<file path="config.mk">
export PLATFORM = sky130hd
export DESIGN_NAME = serial_rshifter
export DESIGN_NICKNAME = d
export VERILOG_FILES = /design/src/rtl/serial_rshifter.sv
export SDC_FILE = /design/constraint.sdc
export NUM_CORES = 1
export LEC_CHECK = 0
export ABC_AREA = 1
export BUFFER_PORTS_ARGS = -buffer_cell sky130_fd_sc_hd__buf_2
export CELL_PAD_IN_SITES_DETAIL_PLACEMENT = 1
export CELL_PAD_IN_SITES_GLOBAL_PLACEMENT = 2
export CORE_MARGIN = 5
export CORE_UTILIZATION = 28
export DETAILED_ROUTE_END_ITERATION = 16
export PLACE_DENSITY_LB_ADDON = 0.1
export SYNTH_ARGS = -nofsm -noshare
export SYNTH_HDL_FRONTEND = slang
export SYNTH_SLANG_ARGS = --single-unit
export TNS_END_PERCENT = 50
</file>
<file path="constraint.sdc">
create_clock -name clk -period 1.65 [get_ports clk]
set_input_delay 0.0825 -clock clk [delete_from_list [all_inputs] [get_ports clk]]
set_output_delay 0.0825 -clock clk [all_outputs]
set_load 0.005 [all_outputs]
</file>
<file path="src/rtl/serial_rshifter.sv">
// serial_rshifter
//   Multi-cycle right shifter/rotator. An operand is loaded on an accepted
//   start and shifted right one bit per clock. The mode can be logical,
//   arithmetic or rotate. The result is published with a one-cycle done
//   pulse and then held until the next completion.
//
// Ports
//   clk     system clock, rising edge
//   rst     synchronous, active-high reset
//   start   operation request, accepted only while busy=0 (IDLE or DONE)
//   src     operand, captured on acceptance
//   amt     right-shift amount, captured on acceptance
//   rotate  1 = rotate right, captured on acceptance
//   arith   1 = arithmetic shift (ignored when rotate=1), captured on acceptance
//   busy    high while shifting
//   done    one-cycle pulse on the cycle res is updated
//   res     result register
//
// state   | meaning
// S_IDLE  | waiting for start
// S_SHIFT | one bit per clock until the count reaches zero, then publish res
// S_DONE  | done pulse cycle; a new start is accepted here too
module serial_rshifter #(
  parameter int WIDTH = 16,
  parameter int AMT_W = 4
) (
  input  logic             clk,
  input  logic             rst,
  input  logic             start,
  input  logic [WIDTH-1:0] src,
  input  logic [AMT_W-1:0] amt,
  input  logic             rotate,
  input  logic             arith,
  output logic             busy,
  output logic             done,
  output logic [WIDTH-1:0] res
);

  localparam logic [1:0] S_IDLE  = 2'd0;
  localparam logic [1:0] S_SHIFT = 2'd1;
  localparam logic [1:0] S_DONE  = 2'd2;

  logic [1:0]       state;
  logic [WIDTH-1:0] sreg;
  logic [AMT_W-1:0] cnt;
  logic             rot_q;
  logic             arith_q;
  logic             msb_in;

  // Rotate has priority over arithmetic. Logical mode fills with zero.
  always_comb begin
    msb_in = 1'b0;
    if (rot_q)        msb_in = sreg[0];
    else if (arith_q) msb_in = sreg[WIDTH-1];
  end

  assign busy = (state == S_SHIFT);

  always_ff @(posedge clk) begin
    if (rst) begin
      state   <= S_IDLE;
      sreg    <= '0;
      cnt     <= '0;
      rot_q   <= 1'b0;
      arith_q <= 1'b0;
      done    <= 1'b0;
      res     <= '0;
    end else begin
      done <= 1'b0;
      case (state)
        S_IDLE, S_DONE: begin
          if (start) begin
            sreg    <= src;
            cnt     <= amt;
            rot_q   <= rotate;
            arith_q <= arith;
            state   <= S_SHIFT;
          end else begin
            state <= S_IDLE;
          end
        end
        S_SHIFT: begin
          if (cnt != '0) begin
            sreg <= {msb_in, sreg[WIDTH-1:1]};
            cnt  <= cnt - 1'b1;
          end else begin
            // The count-zero cycle costs one clock. It publishes the result,
            // giving amt+1 busy cycles in total.
            res   <= sreg;
            done  <= 1'b1;
            state <= S_DONE;
          end
        end
        default: state <= S_IDLE;
      endcase
    end
  end

endmodule

</file>
# Word level (Yosys, flattened, before mapping)
# Cells that the tools add are included.
[totals]
regBits = 41
input_bits = 25
output_inout_bits = 18
word_cells = 38
[classes]
n_addsub = 1
eq_ne = 6
n_mux = 12
bitwise_logic = 2
reduce_logical = 9
[ops]
columns = ["cell", "count"]
rows = [
  ["two-way mux 16 bit", 2],
  ["one-hot mux 16 bit (2 select lines)", 1],
  ["two-way mux 4 bit", 2],
  ["one-hot mux 4 bit (2 select lines)", 1],
  ["two-way mux 1 bit", 4],
  ["inequality test 2 bit (second input constant)", 2],
  ["one-hot mux 2 bit (2 select lines)", 1],
  ["AND reduction 2 bit", 2],
  ["AND reduction 4 bit", 1],
  ["nonzero test 4 bit", 1],
  ["OR reduction 2 bit", 2],
  ["subtractor 4 x 1 -> 4 bit (second input constant)", 1],
  ["inequality test 3 bit (second input constant)", 1],
  ["AND reduction 3 bit", 1],
  ["equality test 2 x 1 -> 1 bit (second input constant)", 1],
  ["equality test 2 bit (second input constant)", 1],
  ["logical NOT 2 bit", 1],
  ["two-way mux 2 bit", 1],
  ["inequality test 2 x 1 -> 1 bit (second input constant)", 1],
  ["NOT 1 bit", 2],
  ["nonzero test 2 bit", 1],
]

# Longest topological paths before layout
# Gate-level depths: netlist (run 1).
[logic_depth]
word_depth = 4
depth_mapped = 8
mapped_depth_nobuf = 8

# Worst setup path after synthesis (run 1)
# No wires, ideal clock.
[synth_path]
path_kind = "register to register"
from = "register cnt[0]"
to = "register sreg[11]"
setup_time_ns = 0.116
t_arrival_ns = 1.158
required_ns = 1.534
slack_ns = 0.377
stages_incl_launch_ff = 9
n_path_buf = 1
period_less_slack_ns = 1.273
cell_sequence = "dfxtp_1 > inv_1 > ha_1 > nand2_1 > nand2_1 > nand2_2 > buf_2 > nor2_1 > nor2_1"
[synth_between]
elab_chain_cells = 3
[synth_lines]
columns = ["element", "line", "text"]
rows = [
  ["from (decl)", "45", "logic [AMT_W-1:0] cnt;"],
  ["from (signal assigned)", "74", "cnt <= amt;"],
  ["from (signal assigned)", "85", "cnt <= cnt - 1'b1;"],
  ["nonzero test 4 bit", "83", "if (cnt != '0) begin"],
  ["inequality test 2 x 1 -> 1 bit (no source line)", "--", ""],
  ["AND reduction 3 bit (no source line)", "--", ""],
  ["to (signal assigned)", "73", "sreg <= src;"],
  ["to (signal assigned)", "84", "sreg <= {msb_in, sreg[WIDTH-1:1]};"],
  ["to (decl)", "44", "logic [WIDTH-1:0] sreg;"],
]
# Every way passes these cells.
# A chain may end at the register's enable or synchronous reset.

# Worst setup path after layout (run 1)
[layout_path]
from = "register cnt[0]"
to = "register cnt[2]"
[layout_between]
elab_chain_cells = 3
elab_cells_between_ends = 6
classes_between = "1 x add/sub; 1 x eq/ne; 2 x mux; 2 x reduce/logical"
[layout_lines]
columns = ["element", "line"]
rows = [
  ["subtractor 4 x 1 -> 4 bit / nonzero test 4 bit (equally long branches)", "85, 83"],
  ["two-way mux 4 bit / inequality test 2 x 1 -> 1 bit (equally long branches)", "--"],
  ["one-hot mux 4 bit (2 select lines) / AND reduction 3 bit (equally long branches)", "--"],
]
# Parallel ways exist; a longest one is shown, timed or not. The select of a mux whose other input is x is not followed.

==> results.txt, run 1 <==
The arithmetic-cell share of the synthesized area counting full adders, half adders and majority gates is 0.694%. The final weighted congestion in routability-driven placement is 0.704. The global-route met3 utilization is approximately 3.8%. The total track usage is 13.2%. Summing the areas of all xor and xnor instances in the mapped netlist gives less than 1% of the synthesized area.

The number of failing hold endpoints at the final stage is 0. TritonCTS built the clock tree. The remaining antenna violation count after routing is 0. After synthesis, the netlist uses 26 different library cells.

The post-synthesis instance area is 1800 um^2. The horizontal die dimension came out at roughly 90 um. The number of sinks driven by the clock tree is 41. Synthesis produced a netlist whose cell count is roughly 260. The synthesized-area fraction occupied by and/or/nand/nor cells is approximately a third.

The static leakage is ~1.0 nW. The average wire per cell in the routed design is between 10 and 15 um. Traced cell by cell, the critical path runs through inv_1 > ha_1 > nand2_1 > nand2_1 > nand2_4 > o21ai_0 > a21oi_1.

The timing-limited maximum frequency is approximately 700 MHz. The DRC marker count from the first detailed-route iteration is 42. The tool flagged a number of max-cap violations equal to 0.

The worst hold path belongs to the class in -> reg. The highest ir drop seen on vdd came out at slightly above 0.4 mV. The element type at the critical path end is a flip-flop.

After routing, the total negative slack on setup checks comes to 0 ps. After synthesis, flip-flops and latches occupy 45.5% of the total area. The cell at the root of the clock tree is clkbuf_8. The core region is between 6000 and 7000 um^2. The area growth from synthesis to layout is 21.5%. Setup repair after global routing left no endpoint under its margin.

CTS built an H-tree with a depth of 2. The fill cell total of the finished layout is 823. The buffers inserted during post-CTS setup optimization came out at 0. The placement-stage worst setup slack came out at around 95 ps. In this run the worst path has a maximum fanout of 18. In this run the vertical extent of the chip is about 90 um.

The boundary pin count came out at 43. Dividing total power by cell area gives a power density of about 1300 nW/um^2. The total of cells resized after clock tree synthesis is 0. The number of nets in the layout came out at 325. The die outline area is just over 8000 um^2.

The half-perimeter wire length of the detailed placement result is about 3500 um. The initial antenna violation count is 0. Setup violations remaining at the end of the flow were counted as 0.

The clock period minus worst slack is ~1400 ps. The worst-case clock buffer depth came out at 2. The synthesized netlist devotes between 10% and 20% of its cell area to compound gates. By area, the combinational part of the netlist is dominated by simple AND/OR/NAND/NOR gates. After detailed placement, the design holds a cell count of about 370. Grouping stages by cell kind, the critical path spends the most delay in simple AND/OR/NAND/NOR gates. The maximum clock skew at final layout came out at approximately 5.2 ps. The count of standard-cell rows is 29. The count of placed standard cells in the final layout, fillers left out is around 380. Among the stages of the critical path, the cell type that occurs most often is nand2_1. The worst setup path is of the reg -> reg kind.

The largest net degree at the start of global routing is 22. The run finished with clean final reports. The library cells used most frequently in the layout, excluding fill and tap cells, are 96 x nand2_1, 42 x buf_2, 41 x dfxtp_1. The number of buffers and inverters on the critical path came out at 1.

The worst setup path is launched from a flip-flop. The share of cells above drive strength 1 is 22.0%. The detail-routed via count per cell came out at roughly 4.5. The port buffer count came out at 42.

The number of diodes came out at 0. For this design, the slowest cell found on the critical path is dfxtp_1. The number of remaining DRC errors came out at 0. The data required time at the worst endpoint came out at about 1800 ps. The initial utilization of the core area, before any placement, comes to between 20% and 30%.

The pin slew with the least headroom to its limit is between 200 and 300 ps. The number of optimization iterations in the first detailed-route pass came out at 4. The sum of routed wire length over all layers is around 5100 um. The synthesized area divided by synthesized cell count is between 7 and 8 um^2. The CTS buffer count is 5. The total via count in the routed design came out at ~1700.

The ratio of final minimum period to clock period came out at between 80 and 90%. Measured against its own limit, the worst slew margin works out to 81.9%. The met2 track demand over resource in global routing is 21.2%.

The clock reaches the later pin of the worst-skew pair after 300 ps. After clock tree synthesis, the clock-pin slew on the worst setup and hold paths is around 80 ps. The residual overflow from global routing came out at 0. The portion of synthesized area spent on multiplexers is 0%.

The arrival time of the worst setup path came out at between 1500 and 2000 ps. In this run the most used layer during global routing was met2. The met1 track demand over resource in global routing is 17.0%. The Yosys warning count came out at 0. The via count of the first global-routing pass came out at approximately 1800. In this design, the stage delay of the slowest critical-path cell is between 300 and 400 ps.

The total nets after synthesis came out at approximately 280. The least setup slack across all paths after layout is 232 ps. The number of flip-flops and latches in the synthesized netlist came out at slightly above 40.

The number of buffers added to fix hold violations after cts is 0. The first-pass GRT wire length is around 8700 um. Leaving out fill and tap cells, the most frequent cell in the layout is nand2_1.

The number of max-slew violations in the final report is 0.
==> flip-flops by register name, indices dropped and copies added (netlist names) <==
signal,count
done,1
arith_q,1
state,2
res,16
cnt,4
rot_q,1
sreg,16
==> through the flow <==
stage               hold WS (ps)  total power, mW  util [%]  cell area [um^2]
CTS                         67.5             3.00      34.5              2180
global route                71.7             3.18      34.7              2190
detailed placement           381             2.13      32.7              2060
finish                      69.5             2.95      34.7              2190
global placement             386             2.12      32.7              2060
floorplan                    247             1.91         -              1800
==> path summary, 6_finish.rpt <==
kind | startpoint | to | slack, ps | cells after the start
worst max-delay path | cnt[0] | cnt[2] | 230 | 7
worst min-delay path | arith | arith_q | 70 | 3
worst max register to register | cnt[0] | cnt[2] | 230 | 7
worst min register to register | res[3] | res[3] | 460 | 2
==> cell usage after synthesis <==
cell	n	area share, %
nor2_8	1	1.1
nand3_4	1	0.97
nand2_1	96	20
clkbuf_2	1	0.28
a21oi_2	1	0.49
nor2_1	39	8.1
buf_1	1	0.21
nand2_2	3	1.0
inv_1	7	1.5
inv_2	2	0.42
clkinv_2	1	0.28
nand3b_1	1	0.42
o21ai_1	3	0.83
dfxtp_1	41	46
nand4_1	1	0.35
nor2_2	1	0.35
buf_2	5	1.4
ha_1	1	0.69
nand3_1	4	1.1
o21ai_0	18	5.0
buf_8	1	0.83
a21oi_1	20	5.6
xor2_1	1	0.49
buf_6	4	2.5
clkbuf_1	1	0.21
a21boi_0	1	0.42
==> cells by family (layout without fill, tap and decap cells) <==
| logic type | Yosys count | count (layout) |
|---|---|---|
| simple gates | 147 | 147 |
| compound gates | 43 | 43 |
| flops | 41 | 41 |
| buf+inv | 23 | 67 |
| fa+ha+maj | 1 | 1 |
| xor+xnor | 1 | 1 |
==> layer usage <==
layer / up-vias / part of all wire, % / routed length, um
met4: 0 / 1.4 / 70
met5: - / 0 / 0
met3: 5 / 4.5 / 229
li1: 892 / - / -
met2: 32 / 46 / 2320
met1: 751 / 49 / 2480
==> cell type report <==
| cell class | instances | area [um^2] | share of cell area [%] |
|---|---|---|---|
| clock buffers | 7 | 86.3 | 3.94 |
| clock inverters | 1 | 30.0 | 1.37 |
| inverters | 10 | 38.8 | 1.77 |
| multi-input cells | 192 | 856 | 39.1 |
| flip-flops and latches | 41 | 821 | 37.5 |
| well taps | 77 | 96.3 | 4.40 |
| repair buffers | 49 | 263 | 12.0 |
==> power breakdown <==
part	switching [mW]	internal (mW)
clock network	0.355	0.494
logic	0.539	0.290
registers	0.119	1.15
==> worst reg2reg max path: cells and delay by family (launching register included) <==
kind	cells	cell delay (ps)
compound gates	2	260
fa+ha+maj	1	290
buf+inv	1	100
flops	1	310
simple gates	3	340
Note: power is estimated with default switching activity, not from simulation.
==> inputs of run 2 (changes only) <==
--- a/config.mk
+++ b/config.mk
@@ -5,12 +5,11 @@
 export SDC_FILE = /design/constraint.sdc
 export NUM_CORES = 1
 export LEC_CHECK = 0
-export ABC_AREA = 1
 export BUFFER_PORTS_ARGS = -buffer_cell sky130_fd_sc_hd__buf_2
 export CELL_PAD_IN_SITES_DETAIL_PLACEMENT = 1
 export CELL_PAD_IN_SITES_GLOBAL_PLACEMENT = 2
 export CORE_MARGIN = 5
-export CORE_UTILIZATION = 28
+export CORE_UTILIZATION = 30
 export DETAILED_ROUTE_END_ITERATION = 16
 export PLACE_DENSITY_LB_ADDON = 0.1
 export SYNTH_ARGS = -nofsm -noshare
==> run 2 against run 1 <==
Net effect: power shrank 22%; clock-buffer cell count shrank 1; clock power shrank 23%; highest routed layer unchanged.
==> results.txt, run 2 <==
The count of cell types in the netlist is 30 (+15%). The placement-stage worst setup slack came out at 119 ps (+24.1 ps). The multiplexer share of the synthesized area came out at 1.80% (+1.8 points). The maximum fanout along the worst path is 10 (-8). The initial antenna violation count is 0 (unchanged). The arithmetic-cell share of the synthesized area counting full adders, half adders and majority gates is 0.720% (+0.026 points). The overall power of the completed layout came out at 2.31 mW (-22%). The area fraction in compound gates after synthesis is 17.9% (+5.6 points). The synthesized area divided by synthesized cell count is 8.28 um^2 (+18%). The number of sinks driven by the clock tree is 41 (unchanged). The CTS buffer count came out at 5 (unchanged). The number of optimization iterations in the first detailed-route pass is 4 (unchanged). CTS placed an instance of clkbuf_8 at the clock tree root.

The total core area is 5570 um^2 (-12%). The number of max-slew violations in the final report was 0 (unchanged). The total via count in the routed design is 1594 (-5.1%).

The length in cells of the worst reg-to-reg path is 7 (unchanged). The fill cell total of the finished layout is 699 (-15%). The residual overflow from global routing was 0 (unchanged). The H-tree depth came to 2 (unchanged).

The boundary pin count is 43 (unchanged). The horizontal die dimension came out at 86.1 um (-4.6%). The busiest layer in global routing is met2. On the critical path the largest part of the delay comes from simple AND/OR/NAND/NOR gates.

The timing-limited maximum frequency came out at 656 MHz (-7.0%). The count of final setup violators came to 0 (unchanged). The average wire per cell in the routed design came out at 14.5 um (+7.0%). The largest registers in the layout are res (16), sreg (16), cnt (4).

The internal power contribution came to 1.61 mW (-17%). The post-synthesis instance area came to 1740 um^2 (-3.6%). The area of placed instances came to 2050 um^2 (-0.91%). The fraction of registers with async set or reset after synthesis is 0% (unchanged). The Yosys warning count is 0 (unchanged). The floorplan die height came out at 86.1 um (-4.6%). The count of flip-flops with a built-in enable after synthesis came to 0 (unchanged). The post-synthesis sequential area ratio is 47.2% (+1.7 points).

The areal power density over the cells is 1050 nW/um^2 (-22%). The detail-routed via count per cell came out at 4.77 (+7.1%). The data required time at the worst endpoint is 1880 ps (+50 ps). The synthesized netlist cell count is 210 (-18%). The number of remaining DRC errors was 0 (unchanged).

The clock share of power came out at 28.2% (-0.6 points). The pin slew with the least headroom to its limit came out at 379 ps (+107 ps). The number of flip-flops and latches in the synthesized netlist came out at 41 (unchanged).

The met2 track demand over resource in global routing is 22.2% (+1.1 points). The most used flip-flop cell after synthesis is dfxtp_1. The TritonCTS clock tree is built. The critical path class is reg -> reg.

The remaining antenna violation count after routing came to 0 (unchanged). The final instance area is 2190 um^2 (unchanged). The half-perimeter wire length of the detailed placement result came out at 3580 um (+2.0%).

The combinational family with the most area after synthesis is simple AND/OR/NAND/NOR gates. The maximum clock skew at final layout came to 6.09 ps (+0.886 ps). The startpoint identified for the worst register-to-register timing path is cnt[0]. The maximum single-stage delay on the critical path is 340 ps (+30 ps). The count of standard-cell rows came to 27 (-6.9%). The share of total power in sequential cells came to 49.7% (+6.6 points). The number of diodes was 0 (unchanged). The path class of the tightest hold or removal check is in -> reg. The number of failing hold endpoints at the final stage is 0 (unchanged). The run finished with clean final reports.

The static leakage came out at 0.919 nW (-11%). The clock transition at the registers of the reported paths came out at 80 ps (about the same). The combinational share of power is 22.1% (-6.0 points). The least setup slack across all paths after layout is 125 ps (-107 ps). The commonest cells after synthesis are 68 x nand2_1, 41 x dfxtp_1, 23 x nor2_1. Of all cell types, the one taking the most synthesized area is dfxtp_1. Traced cell by cell, the critical path runs through inv_1 > ha_1 > nor3b_4 > and2_4 > buf_6 > nand2_1 > a21oi_1.

The global-route met3 utilization came out at 4.23% (+0.39 points). The total nets after synthesis came to 236 (-16%). The worst register-to-register path ends at res[1]. The post-synthesis xor/xnor area fraction was 0.504% (+0.018 points). The port buffer count is 42 (unchanged). The reported net switching power is 0.696 mW (-31%). The area share of the largest cell type after synthesis came out at 47.2% (+1.7 points). The number of buffers and inverters on the critical path came to 2 (+1).

The share of cells above drive strength 1 came to 30.2% (+8.2 points). The area added between synthesis and finish is 26.1%. The clock period minus worst slack is 1530 ps (+107 ps). The via count of the first global-routing pass is 1639 (-8.8%). The met1 track demand over resource in global routing is 17.9% (+0.88 points). The worst max-slew margin expressed relative to the limit was 74.7% (-7.1 points). The register-to-register path setup slack came out at 120 ps (-110 ps). The most critical setup path has its endpoint at res[1]. The synthesized-area fraction occupied by and/or/nand/nor cells is 24.8% (-8.6 points).

The die outline area is 7410 um^2 (-9.0%). The top cell types in the final layout, fill and taps aside, are 67 x nand2_1, 42 x buf_2, 40 x dfxtp_1. The total track usage is 14.0% (+0.73 points). The DRC marker count from the first detailed-route iteration is 61 (+45%). Leaving out fill and tap cells, the most frequent cell in the layout is nand2_1. For this design, the slowest cell found on the critical path is nor3b_4. The switching share of total power is 30.2% (-4.2 points).

STA classifies the critical path startpoint as a flip-flop. The final weighted congestion in routability-driven placement came out at 0.747 (+6.2%). The launch point of the worst path is cnt[0]. The worst-case clock buffer depth was 2 (unchanged). The arrival time of the worst setup path was 1750 ps (+150 ps). The largest net degree at the start of global routing came out at 25 (+14%). The effective utilization at floorplan came out at 31.2% (+2.6 points). The clock network latency to the later pin of the worst-skew pair is 300 ps (about the same). The number of nets in the layout came to 287 (-12%). The share of the core filled with cells in the final layout came out at 39.3% (+4.6 points). The sum of routed wire length over all layers is 4840 um (-5.2%). The highest ir drop seen on vdd is 0.372 mV (-10%). The most frequent cell after synthesis is nand2_1. The first-pass GRT wire length is 8130 um (-6.9%).

STA classifies the critical path endpoint as a flip-flop. Sorting the synthesized cells by area gives the leading types as dfxtp_1 47%, nand2_1 15%, a311oi_1 8.1%. The number of gates on the worst path with buffers counted is 7 (unchanged). The count of max-cap constraint violations came out at 0 (unchanged).

The ratio of final minimum period to clock period is 92.4% (+6.5 points).
run 2: logic make-up (layout without fill, tap and decap cells):
family | count (synthesis) | after routing
AOI/OAI and AO/OA | 44 | 44
and+or+nand+nor | 101 | 101
buffers and inverters | 19 | 71
xor gates and xnor gates | 1 | 1
DFF | 41 | 41
adders and majority gates | 1 | 1
muxes | 3 | 3
run 2: routing by layer:
metal,share of wire (%),wire length [um],vias up
li1,-,-,810
met1,47,2290,741
met2,45,2200,34
met3,5.7,277,9
met4,1.4,70,0
met5,0,0,-
run 2: worst min-delay path, stage by stage:
cell,delay [ps]
buf_2,70
mux2i_1,50
nor2_1,70
run 2: power groups by stage:
stage | Clock, mW | Combinational [mW] | Sequential, mW
4_1_cts | 0.677 | 0.476 | 1.15
3_3_place_gp | 0 | 0.470 | 1.17
5_1_grt | 0.714 | 0.578 | 1.16
2_1_floorplan | 0 | 0.328 | 1.16
3_5_place_dp | 0 | 0.474 | 1.17
6_report | 0.650 | 0.511 | 1.15
run 2: stage by stage:
step | TNS [ps] | hold WS, ps | std cells
after floorplan | 0 | 226 | 210
after global placement | 0 | 317 | 322
after detailed placement | 0 | 324 | 322
after CTS | 0 | 12.8 | 330
after global routing | -0.414 | 28.9 | 334
final | 0 | 15.1 | 334
run 2: worst min-delay path by stage:
stage,to,depth (start not counted),slack (ps),startpoint
global placement,rot_q,3,320,rotate
global route,arith_q,3,30,arith
finish,arith_q,3,20,arith
floorplan,arith_q,2,230,arith
detailed placement,arith_q,3,320,arith
CTS,arith_q,3,10,arith
run 2: layout make-up:
type | count | area, um^2 | share of cell area [%]
Clock inverter | 2 | 10.0 | 0.457
Clock buffer | 6 | 72.6 | 3.31
Timing Repair Buffer | 60 | 373 | 17.0
Inverter | 3 | 15.0 | 0.685
Sequential cell | 41 | 822 | 37.5
Tap cell | 72 | 90.1 | 4.11
Multi-Input combinational cell | 150 | 808 | 36.9
run 2: repair_timing:
action	4_1_cts	5_1_grt
buffers inserted	0	4
setup endpoints to repair	0	24
hold buffers	0	0
resized for setup	0	9
